[src/rtl/apb_bridge_pkg.sv]
// Shared types and constants for the B-side APB wait-state register file.
// FSM state encoding, wait-field width and fixed register indices.
package apb_bridge_pkg;

    typedef enum logic {
        IDLE   = 1'b0,
        ACCESS = 1'b1
    } apb_state_t;

    localparam int WAIT_FLD_WD = 4;
    localparam int WAIT_REG    = 0;
    localparam int CTRL_REG    = 1;

endpackage

[src/rtl/apb_wait_cnt.sv]
// Wait-state down-counter: loaded at APB setup, decremented in access.
// zero flags that the access phase may complete this cycle.
module apb_wait_cnt
    import apb_bridge_pkg::*;
(
    input  logic                   clk,
    input  logic                   rst_n,
    input  logic                   load,
    input  logic                   dec,
    input  logic [WAIT_FLD_WD-1:0] load_val,
    output logic                   zero
);

    logic [WAIT_FLD_WD-1:0] cnt;

    // load wins over decrement; the two never coincide in practice
    always_ff @(posedge clk or negedge rst_n) begin
        if (!rst_n) begin
            cnt <= '0;
        end else if (load) begin
            cnt <= load_val;
        end else if (dec) begin
            cnt <= cnt - 1'b1;
        end
    end

    assign zero = (cnt == '0);

endmodule

[src/rtl/apb_wait_regfile.sv]
// APB completer with a small byte-strobed register bank and programmable
// wait states. Optional macro PROT_CHECK_EN blocks unprivileged accesses.
module apb_wait_regfile
    import apb_bridge_pkg::*;
#(
    parameter int ADDR_WD  = 32,
    parameter int DATA_WD  = 32,
    parameter int STRB_WD  = 4,
    parameter int PROT_WD  = 3,
    parameter int REG_NUM  = 16,
    parameter int WAIT_CYC = 2
) (
    input  logic               b_pclk,
    input  logic               b_prst_n,
    input  logic               b_psel,
    input  logic               b_penable,
    input  logic               b_pwrite,
    input  logic [ADDR_WD-1:0] b_paddr,
    input  logic [DATA_WD-1:0] b_pwdata,
    input  logic [PROT_WD-1:0] b_pprot,
    input  logic [STRB_WD-1:0] b_pstrb,
    output logic [DATA_WD-1:0] b_prdata,
    output logic               b_pready,
    input  logic [DATA_WD-1:0] status_in,
    output logic [DATA_WD-1:0] ctrl_out
);

    localparam int IDX_WD   = $clog2(REG_NUM);
    localparam int STAT_IDX = REG_NUM - 1;
    localparam logic [DATA_WD-1:0] WORD0_RST = DATA_WD'(WAIT_CYC % 16);

    apb_state_t state_q;
    apb_state_t state_d;

    logic [IDX_WD-1:0]  idx;
    logic               in_range;
    logic               is_stat;
    logic               prot_ok;
    logic               cnt_zero;
    logic               cnt_load;
    logic               cnt_dec;
    logic               wr_en;
    logic [DATA_WD-1:0] rd_word;
    logic [DATA_WD-1:0] regs [STAT_IDX];
    logic               unused_ok;

    assign idx      = b_paddr[IDX_WD+1:2];
    assign in_range = ((b_paddr >> (IDX_WD + 2)) == '0);
    assign is_stat  = (idx == IDX_WD'(STAT_IDX));

`ifdef PROT_CHECK_EN
    assign prot_ok   = b_pprot[0];
    assign unused_ok = ^{b_pprot[PROT_WD-1:1], b_paddr[1:0]};
`else
    assign prot_ok   = 1'b1;
    assign unused_ok = ^{b_pprot, b_paddr[1:0]};
`endif

    assign cnt_load = (state_q == IDLE) & b_psel;
    assign cnt_dec  = (state_q == ACCESS) & b_psel & b_penable & ~cnt_zero;

    apb_wait_cnt u_wait_cnt (
        .clk      (b_pclk),
        .rst_n    (b_prst_n),
        .load     (cnt_load),
        .dec      (cnt_dec),
        .load_val (regs[WAIT_REG][WAIT_FLD_WD-1:0]),
        .zero     (cnt_zero)
    );

    assign b_pready = (state_q == ACCESS) & cnt_zero & b_psel & b_penable;

    assign wr_en = b_pready & b_pwrite & in_range & prot_ok & ~is_stat;

    // FSM state register
    always_ff @(posedge b_pclk or negedge b_prst_n) begin
        if (!b_prst_n) begin
            state_q <= IDLE;
        end else begin
            state_q <= state_d;
        end
    end

    // next state: any select in IDLE starts a transfer, drop or ready ends it
    always_comb begin
        state_d = state_q;
        unique case (state_q)
            IDLE: begin
                if (b_psel) begin
                    state_d = ACCESS;
                end
            end
            ACCESS: begin
                if (!b_psel || b_pready) begin
                    state_d = IDLE;
                end
            end
            default: state_d = IDLE;
        endcase
    end

    // register bank: byte-lane writes committed only on the completing edge
    always_ff @(posedge b_pclk or negedge b_prst_n) begin
        if (!b_prst_n) begin
            for (int i = 0; i < STAT_IDX; i++) begin
                regs[i] <= (i == WAIT_REG) ? WORD0_RST : '0;
            end
        end else if (wr_en) begin
            for (int i = 0; i < STAT_IDX; i++) begin
                for (int b = 0; b < STRB_WD; b++) begin
                    if (idx == IDX_WD'(i) && b_pstrb[b]) begin
                        regs[i][8*b +: 8] <= b_pwdata[8*b +: 8];
                    end
                end
            end
        end
    end

    // read mux: top word is the live status input, out of range reads 0
    always_comb begin
        rd_word = '0;
        if (in_range) begin
            if (is_stat) begin
                rd_word = status_in;
            end
            for (int i = 0; i < STAT_IDX; i++) begin
                if (idx == IDX_WD'(i)) begin
                    rd_word = regs[i];
                end
            end
        end
    end

    assign b_prdata = (b_pready & ~b_pwrite & prot_ok) ? rd_word : '0;
    assign ctrl_out = regs[CTRL_REG];

endmodule

[config.mk]
export PLATFORM = sky130hd
export DESIGN_NAME = apb_wait_regfile
export DESIGN_NICKNAME = d
export VERILOG_FILES = /design/src/rtl/apb_bridge_pkg.sv /design/src/rtl/apb_wait_cnt.sv /design/src/rtl/apb_wait_regfile.sv
export SDC_FILE = /design/constraint.sdc
export NUM_CORES = 1
export LEC_CHECK = 0
export BUFFER_PORTS_ARGS = -buffer_cell sky130_fd_sc_hd__buf_2
export CORE_MARGIN = 2
export CORE_UTILIZATION = 50
export CTS_BUF_LIST = sky130_fd_sc_hd__clkbuf_2 sky130_fd_sc_hd__clkbuf_4 sky130_fd_sc_hd__clkbuf_8
export CTS_CLUSTER_SIZE = 40
export DETAILED_ROUTE_END_ITERATION = 10
export PLACE_DENSITY = 0.68
export SYNTH_ARGS = -nofsm -noshare
export SYNTH_HDL_FRONTEND = slang
export SYNTH_SLANG_ARGS = --single-unit
[constraint.sdc]
create_clock -name b_pclk -period 2.7 [get_ports b_pclk]
set_clock_uncertainty 0.1 [all_clocks]
set_input_delay 0.27 -clock b_pclk [delete_from_list [all_inputs] [get_ports b_pclk]]
set_output_delay 0.27 -clock b_pclk [all_outputs]
set_load 0.01 [all_outputs]
Yosys cells after proc, flatten, opt, wreduce, memory -nomap -nowiden
Cells that the tools add are included.
{ "classes": {"n_addsub": 1, "multipliers": 0, "div_mod_pow": 0, "order_cmp": 0, "eq_ne": 15, "n_shift": 0, "mux": 23, "bitwise_logic": 15, "n_reduce_logical": 126} }
{ "op_table": {"columns": ["op", "n"], "rows": [
  ["two-way mux 32 bit", 18],
  ["AND reduction 2 bit", 60],
  ["logical AND 1 bit", 60],
  ["equality test 4 bit, second input constant", 8],
  ["zero test 32 bit", 1],
  ["equality test 4 x 3 -> 1 bit, second input constant", 4],
  ["AND 1 bit", 11],
  ["equality test 4 x 2 -> 1 bit, second input constant", 2],
  ["zero test 4 bit", 2],
  ["two-way mux 4 bit", 2],
  ["equality test 4 x 1 -> 1 bit, second input constant", 1],
  ["inverter 1 bit", 4],
  ["subtractor 4 x 1 -> 4 bit, second input constant", 1],
  ["two-way mux 1 bit", 2],
  ["one-hot mux 1 bit (2 select lines)", 1],
  ["nonzero test 2 bit", 1],
  ["zero test 1 bit", 1],
  ["logical OR 1 bit", 1]
]} }
{ "totals": {"reg_bits": 485, "latchBits": 0, "mem_bits_rw": 0, "mem_bits_ro": 0, "in_bits": 108, "out_inout_bits": 65, "elab_cells": 242, "n_memories": 0} }

Depth between registers and ports, before layout
Gate-level depths: netlist of the first run.
{ "logic_depth": {"word_depth": 19, "mapped_depth": 10, "ltp_nobuf": 8} }

By module
A second synthesis of the first run with hierarchy kept.
{ "unflattened": {"hier_cells": 2021, "hier_area_um2": 25204.2} }
{ "by_module_without_submodules": {"columns": ["module", "instances", "cells_per_inst", "area_per_inst_um2", "seq_area_each_um2"], "rows": [
  ["apb_wait_regfile", 1, 2000, 24974.0, 12037.8],
  ["apb_wait_cnt", 1, 21, 230.2, 100.1]
]} }

Least setup slack after synthesis of the first run
OpenSTA, ideal clock, no wires.
{ "synth_path": {"kind": "register -> output", "start": "reg u_wait_cnt.cnt[0]", "end": "out b_prdata[1]", "t_arrival_ns": 2.139, "required_ns": 2.330, "slack_ns": 0.191, "stages_incl_launch_ff": 10, "path_buffers": 2, "path_cell_list": "dfrtp_1 inv_1 ha_1 nor3b_2 nand2b_1 buf_6 clkinv_2 nand4b_1 clkbuf_1 a2111oi_0"} }
{ "synth_between": {"elab_chain_cells": 6} }
{ "synth_lines": {"columns": ["item", "line_no", "source"], "rows": [
  ["start: declaration", "apb_wait_cnt.sv:14", "logic [WAIT_FLD_WD-1:0] cnt;"],
  ["start signal: assignment", "apb_wait_cnt.sv:21", "cnt <= load_val;"],
  ["start signal: assignment", "apb_wait_cnt.sv:23", "cnt <= cnt - 1'b1;"],
  ["zero test 4 bit", "apb_wait_cnt.sv:27", "assign zero = (cnt == '0);"],
  ["AND 1 bit (3 in series)", "apb_wait_regfile.sv:71", "assign b_pready = (state_q == ACCESS) & cnt_zero & b_psel & b_penable;"],
  ["via b_pready", "apb_wait_regfile.sv:23", "output logic b_pready,"],
  ["AND 1 bit", "apb_wait_regfile.sv:134", "assign b_prdata = (b_pready & ~b_pwrite & prot_ok) ? rd_word : '0;"],
  ["two-way mux 32 bit", "apb_wait_regfile.sv:134", null],
  ["end: declaration", "apb_wait_regfile.sv:22", "output logic [DATA_WD-1:0] b_prdata,"]
]} }
The timed path passes the listed nets, and every way through them passes these cells.

Final worst setup path of the first run
{ "layout_path": {"start": "reg u_wait_cnt.cnt[0]", "end": "out b_prdata[8]"} }
{ "layout_between": {"elab_chain_cells": 6} }
{ "layout_lines": {"columns": ["item", "line_no"], "rows": [
  ["zero test 4 bit", "apb_wait_cnt.sv:27"],
  ["AND 1 bit (3 in series)", "apb_wait_regfile.sv:71"],
  ["AND 1 bit", "apb_wait_regfile.sv:134"],
  ["two-way mux 32 bit", "apb_wait_regfile.sv:134"]
]} }
Every way passes these cells.

==> results of run 1 <==
==> critical path: stages, from the launching register on <==
cell and delay (ns):
dfrtp_1 0.40, inv_2 0.09, ha_4 0.13, nor3b_4 0.23, nand2b_4 0.12, clkinv_4 0.06, nand4b_1 0.15, buf_6 0.20
or3_4 0.38, a31oi_4 0.22, buf_6 0.14
==> flip-flops by register name, summed over array words and instances, names as in the netlist <==
signal          flops
regs              448
ctrl_out           32
u_wait_cnt.cnt      4
state_q             1
==> final timing paths <==
| path | start | cells past startpoint | slack (ns) | to |
|---|---|---|---|---|
| worst min-delay path | b_prst_n | 3 | 0.13 | regs[45] |
| worst min register to register | regs[270] | 1 | 0.39 | regs[270] |
| max in group asynchronous | b_prst_n | 3 | 1.72 | regs[220] |
| min in group b_pclk | b_penable | 4 | 0.14 | u_wait_cnt.cnt[0] |
| worst max register to register | u_wait_cnt.cnt[0] | 10 | 0.03 | regs[67] |
| worst max-delay path | u_wait_cnt.cnt[0] | 10 | -0.46 | b_prdata[8] |
==> final cells by class <==
cell class	count	area, um^2	area share (%)
diodes	1	2.50	0.00835
repair buffers	421	3910	13.0
clock inverters	6	41.3	0.138
clock buffers	125	1530	5.11
flip-flops and latches	485	12100	40.5
inverters	13	53.8	0.180
well taps	615	769	2.57
multi-input cells	1294	11500	38.5
==> cells by family after synthesis <==
| logic type | after synthesis | share of synthesized area [%] |
|---|---|---|
| AO/OA/AOI/OAI | 379 | 11.2 |
| adder cells (fa/ha/maj) | 2 | 0.103 |
| AND/OR/NAND/NOR | 358 | 8.89 |
| multiplexers | 554 | 25.6 |
| buffers and inverters | 184 | 4.02 |
| XOR/XNOR | 1 | 0.0362 |
| flip-flops | 485 | 50.2 |
==> layer usage <==
layer / up-vias / track usage, %
li1: 7856 / -
met1: 9427 / 41.2
met2: 756 / 48.0
met3: 174 / 5.94
met4: 0 / 13.9
met5: - / 0
==> where the power goes <==
| part | total [W] | internal, W | switching, W |
|---|---|---|---|
| clock | 0.00646 | 0.00357 | 0.00289 |
| sequential | 0.00729 | 0.00728 | 0.0000128 |
| combinational | 0.00129 | 0.000457 | 0.000835 |
| total | 0.0150 | 0.0113 | 0.00374 |
==> what timing repair did <==
| item | in CTS | in global routing |
|---|---|---|
| cloned | 1 | 0 |
| endpoints found under the hold margin | 899 | 0 |
| endpoints found under the setup margin | 72 | 57 |
| gates resized for setup | 51 | 51 |
| setup buffers | 7 | 7 |
| hold buffers | 35 | 0 |
| pin swaps | 4 | 5 |
==> metrics by stage <==
stage                     utilization, %  instances  power [W]
after floorplan                        -       1963    0.00794
after global placement              57.4       2781    0.00856
after detailed placement            57.4       2781    0.00858
after CTS                           62.1       2953     0.0151
after global routing                62.8       2959     0.0156
final                               62.8       2960     0.0150
==> synth_stat cells, types with 35 or more instances <==
| cell type | number |
|---|---|
| dfrtp_1 | 484 |
| buf_2 | 35 |
| mux2_2 | 487 |
| nor2_4 | 39 |
| o21ai_0 | 59 |
| o22ai_1 | 42 |
| mux2i_1 | 46 |
| a21oi_1 | 45 |
| clkbuf_1 | 75 |
| nand2_1 | 70 |
| nor2_1 | 118 |
| a22oi_1 | 44 |
| buf_4 | 51 |
==> flow_summary.ini, run 1 <==
[run_status]
status = complete, but fails checks
violations_in_the_final_reports = negative setup slack

[sta]
setup_violations = 32
setup_total_negative_slack_ns = -11.05
max_clock_freq_mhz = 317
timing.final.max_slew_violations = 0
report.final.hold_viol_count = 0
finalWorstSetupSlack_ns = -0.459
min_period_over_period_pct = 117
relative_slew_margins_pct = 3.55
measured_slew_at_the_worst_slew_check_pin_ns = 1.44
grt_setup_unrepaired = yes
finalHoldWorstSlack_ns = 0.134
finalCriticalPeriod_ns = 3.16

[logic_synthesis]
yosys-top-cells-area = dfrtp_1, mux2_2, mux2i_1
synthDominantAreaCellType = dfrtp_1
post_synth.cell_area_avg_um2 = 12.3
synthesis.instances = 1963
synth_enable_flop_cells = 0
netlist_area_um2 = 24200
synth_cell_types = 75
synth-seq-cells = 485
asyncSetResetFlopFracSynth_pct = 100
synth_sequential_area_ratio_pct = 50.2
synth.yosys.warnings = 0
synth-main-ff-cell = dfrtp_1
post-synth-top-area-fraction_pct = 50.1
postSynthNetCount = 2073

[job]
maximum_capacitance_violations = 0

[route]
route.top_layer_used = met4
sum_of_met3_wire_segment_lengths_after_detailed_routing_um = 5740
drt_first_pass_iters = 5
met1Wirelength_um = 32100
drtIter0Drc = 1736
postRouteWirelength_um = 76000
drt_drc_violations_left = 0
routed_via_density = 6.15
drtAntennaViolNets = 0
vias = 18213
route.detailed.wl_per_inst_um = 25.7
met2RoutedLength_um = 35100

[layout]
fin_nets = 2404
post_route_cells_drive_above_1_share_pct = 48.5
final_cell_mix = dfrtp_1, mux2_2, buf_2
mostFrequentLayoutCell = dfrtp_1
layout.filler_cells = 3630
area.growth.synth_to_final_pct = 23.9
fin_area_um2 = 30000

[critical_path]
cp_max_fo = 5
worst_setup_path_start_kind = flop
worst_setup_path_end_kind = output port
worst-endpoint-required_ns = 2.33
crit_path_dat_ns = 2.79
crit_type = reg2out

[floorplanning]
die_h_um = 224
die_area_um2 = 50200
placement_rows = 80
design.core.area_um2 = 47700
initial_utilization_pct = 50.7
die_boundary_width_um = 224
design.portCount = 173

[placement]
place.detailed.hpwl_um = 50500
preCtsSetupSlack_ns = -0.441
placed_cell_area_um2 = 27400
finalWeightedCongestion = 0.884
portBuffers = 167

[clock_tree]
h-tree-depth = 3
clk_pin_slew_worst_paths_ns = 0.06
clk-insertion-delay-late_ns = 0.66
clk_root_buffer_cell = clkbuf_8
cts_num_sinks = 485
cts-buffers-inserted = 79
tritoncts = yes
cts.path.max_buffers = 3

[power_and_ir_drop]
static-leakage-power_nw = 14.4
peakVddDrop_mv = 0.380
power_density_nw_per_um2 = 502

[grt]
grt_max_degree = 116
globalRouteTotalUtil_pct = 30.6
antenna_violations_before_repair = 1
grt_pass1_wl_um = 115000
vias_in_the_first_global_route = 18672
globalRouteOverflowTotal = 0

[worst_hold_path]
min-delay-path-class = in2async
Power figures use the tool's default switching activity.
==> run 2: changes to the inputs <==
--- a/config.mk
+++ b/config.mk
@@ -14,4 +14,5 @@
 export PLACE_DENSITY = 0.68
 export SYNTH_ARGS = -nofsm -noshare
 export SYNTH_HDL_FRONTEND = slang
+export SYNTH_HIERARCHICAL = 1
 export SYNTH_SLANG_ARGS = --single-unit
==> flow_summary.ini, run 2 <==
[route]
postRouteWirelength_um = 79700
routed_via_density = 6.13
route.detailed.wl_per_inst_um = 25.8
drt_first_pass_iters = 6
drt_drc_violations_left = 0
drtAntennaViolNets = 0
drtIter0Drc = 1969
vias = 18975

[logic_synthesis]
synthDominantAreaCellType = dfrtp_1
yosys-top-cells-area = dfrtp_1, mux2_2, nand3_4
post-synth-top-area-fraction_pct = 48.1
post_synth.cell_area_avg_um2 = 12.5
synth_enable_flop_cells = 0
asyncSetResetFlopFracSynth_pct = 100
synth.yosys.warnings = 6
synth_cell_types = 87
postSynthNetCount = 2130
synthesis.instances = 2021
synth-seq-cells = 485
synth_common_cells = dfrtp_1, mux2_2, o21ai_0
netlist_area_um2 = 25200
synth-main-ff-cell = dfrtp_1
synth_sequential_area_ratio_pct = 48.2
synth_most_common_cell = dfrtp_1

[critical_path]
crit_path_dat_ns = 2.77
crit_type = reg2out
worst-endpoint-required_ns = 2.33
cp_max_fo = 5
rr_worst_depth = 14
r2r_setup_slack_ns = -0.21
critPathLaunch = u_wait_cnt/cnt[1]
worst_setup_path_start_kind = flop
crit-reg2reg-launch = u_wait_cnt/cnt[1]
critical_path.endpoint = b_prdata[6]
worst_setup_path_end_kind = output port
regToRegEndpoint = regs[232]

[layout]
fin_area_um2 = 30700
largest_reg_flops = 448
mostFrequentLayoutCell = dfrtp_1
regMostFlops = regs
layout.filler_cells = 3913
area.growth.synth_to_final_pct = 21.9
fin_nets = 2466
post_route_cells_drive_above_1_share_pct = 48.9
instances_no_fill = 3093
regArea_um2 = 12100
final_core_util_pct = 61.5
final_cell_mix = dfrtp_1, mux2_2, buf_4
area_of_the_multi_input_gates_um2 = 12200

[power_and_ir_drop]
peakVddDrop_mv = 0.505
static-leakage-power_nw = 15.0
power_density_nw_per_um2 = 524

[grt]
globalRouteTotalUtil_pct = 30.3
antenna_violations_before_repair = 1
grt.met1_usage_pct = 39.0
globalRouteOverflowTotal = 0
globalRouteMet3Util_pct = 5.46
vias_in_the_first_global_route = 19508
grt_max_degree = 85
grt_pass1_wl_um = 120000
busiest_layer = met2
groute.layer.met2.usage_pct = 49.4

[sta]
finalCriticalPeriod_ns = 3.14
report.final.hold_viol_count = 0
relative_slew_margins_pct = 43.8
timing.final.max_slew_violations = 0
setup_violations = 513
measured_slew_at_the_worst_slew_check_pin_ns = 0.844
max_clock_freq_mhz = 319
grt_setup_unrepaired = yes
min_period_over_period_pct = 116
finalWorstSetupSlack_ns = -0.436

[clock_tree]
clk-insertion-delay-late_ns = 0.67
cts_num_sinks = 485
clk_root_buffer_cell = clkbuf_8
h-tree-depth = 3
clk_pin_slew_worst_paths_ns = 0.06
cts-buffers-inserted = 84
tritoncts = yes
cts.path.max_buffers = 3

[run_status]
violations_in_the_final_reports = negative setup slack
status = complete, but fails checks

[worst_hold_path]
min-delay-path-class = in2reg
timing.hold.worst.start = b_pwdata[26]

[floorplanning]
design.portCount = 173
die_h_um = 229
placement_rows = 82
design.core.area_um2 = 50000
initial_utilization_pct = 50.4
die_area_um2 = 52200
die_boundary_width_um = 229

[placement]
place_inst = 2904
finalWeightedCongestion = 0.918
preCtsSetupSlack_ns = -0.252
placed_cell_area_um2 = 27900
place.detailed.hpwl_um = 55800
portBuffers = 167

[job]
maximum_capacitance_violations = 0
-- run 2: cell count changes after synthesis, moves of 15 or more --
cell / delta
nor2_2: -18
nor2_1: -27
mux2_2: -62
o21ai_0: +106
mux2_1: -18
mux2_4: +66
nand3_4: +60
nor2_4: -35
o22ai_1: -21
a21oi_1: +62
o31ai_1: -15
-- run 2: worst min path at each step --
stage                              to  slack (ns)  cells after the start
after floorplan           ctrl_out[0]       -0.13                      0
final                       regs[474]        0.03                      2
after global placement      regs[468]        0.17                      1
after detailed placement    regs[465]        0.18                      1
after CTS                   regs[198]       0.002                      2
after global routing        regs[409]        0.01                      2
-- run 2: layout make-up --
type	count	area share, %
multi-input combinational	1332	39.8
sequential	485	39.5
timing repair buffer	441	11.9
clock buffer	143	5.69
tap	672	2.74
clock inverter	5	0.244
inverter	13	0.159
antenna	2	0.0163
-- run 2: kinds of logic (layout without fill, tap and decap cells) --
| kind of cell | Yosys count | count (layout) | share of synthesized area, % |
|---|---|---|---|
| buffers and inverters | 204 | 602 | 4.99 |
| multiplexers | 534 | 534 | 24.7 |
| flip-flops | 485 | 485 | 48.2 |
| AO/OA/AOI/OAI | 493 | 493 | 12.7 |
| XOR/XNOR | 3 | 3 | 0.104 |
| adder cells (fa/ha/maj) | 1 | 1 | 0.0496 |
| other | 0 | 2 | 0 |
| AND/OR/NAND/NOR | 301 | 301 | 9.30 |
-- run 2: metal layers --
metal	up-vias	wire (um)	share of wire, %
met1	9731	32200	40
met5	-	0	0
met3	221	5300	6.6
met2	830	38100	48
li1	8193	-	-
met4	0	4160	5.2
-- run 2: worst max-delay path, stage by stage, from the launching register on --
cell and delay (ns):
dfrtp_1 0.39, inv_2 0.09, ha_4 0.14, nor3b_4 0.18, inv_1 0.05, nor2_1 0.09
buf_4 0.14, nand4b_1 0.12, buf_6 0.18, buf_8 0.17, a2111oi_4 0.32, buf_2 0.20
-- run 2: what timing repair did --
action,4_1_cts,5_1_grt
pin swaps,13,6
hold buffers,20,0
resized for setup,70,30
gates cloned,4,1
buffers inserted,14,4
endpoints found under the hold margin,551,0
setup endpoints to repair,314,513
-- run 2: through the flow --
step,TNS (ns),hold slack (ns),power [W]
floorplan,0,-0.126,0.00804
global placement,-0.979,0.170,0.00879
detailed placement,-4.87,0.176,0.00883
CTS,-68.26,0.00156,0.0162
global route,-99.16,0.0150,0.0166
finish,-72.92,0.0302,0.0161
-- run 2: where the power goes --
group          leakage, nW  switching (W)  internal [W]  total (W)
registers             6.77      0.0000107       0.00729    0.00730
clock network        0.978        0.00304       0.00423    0.00727
logic                 7.20       0.000987      0.000557    0.00154
total                 15.0        0.00404        0.0121     0.0161
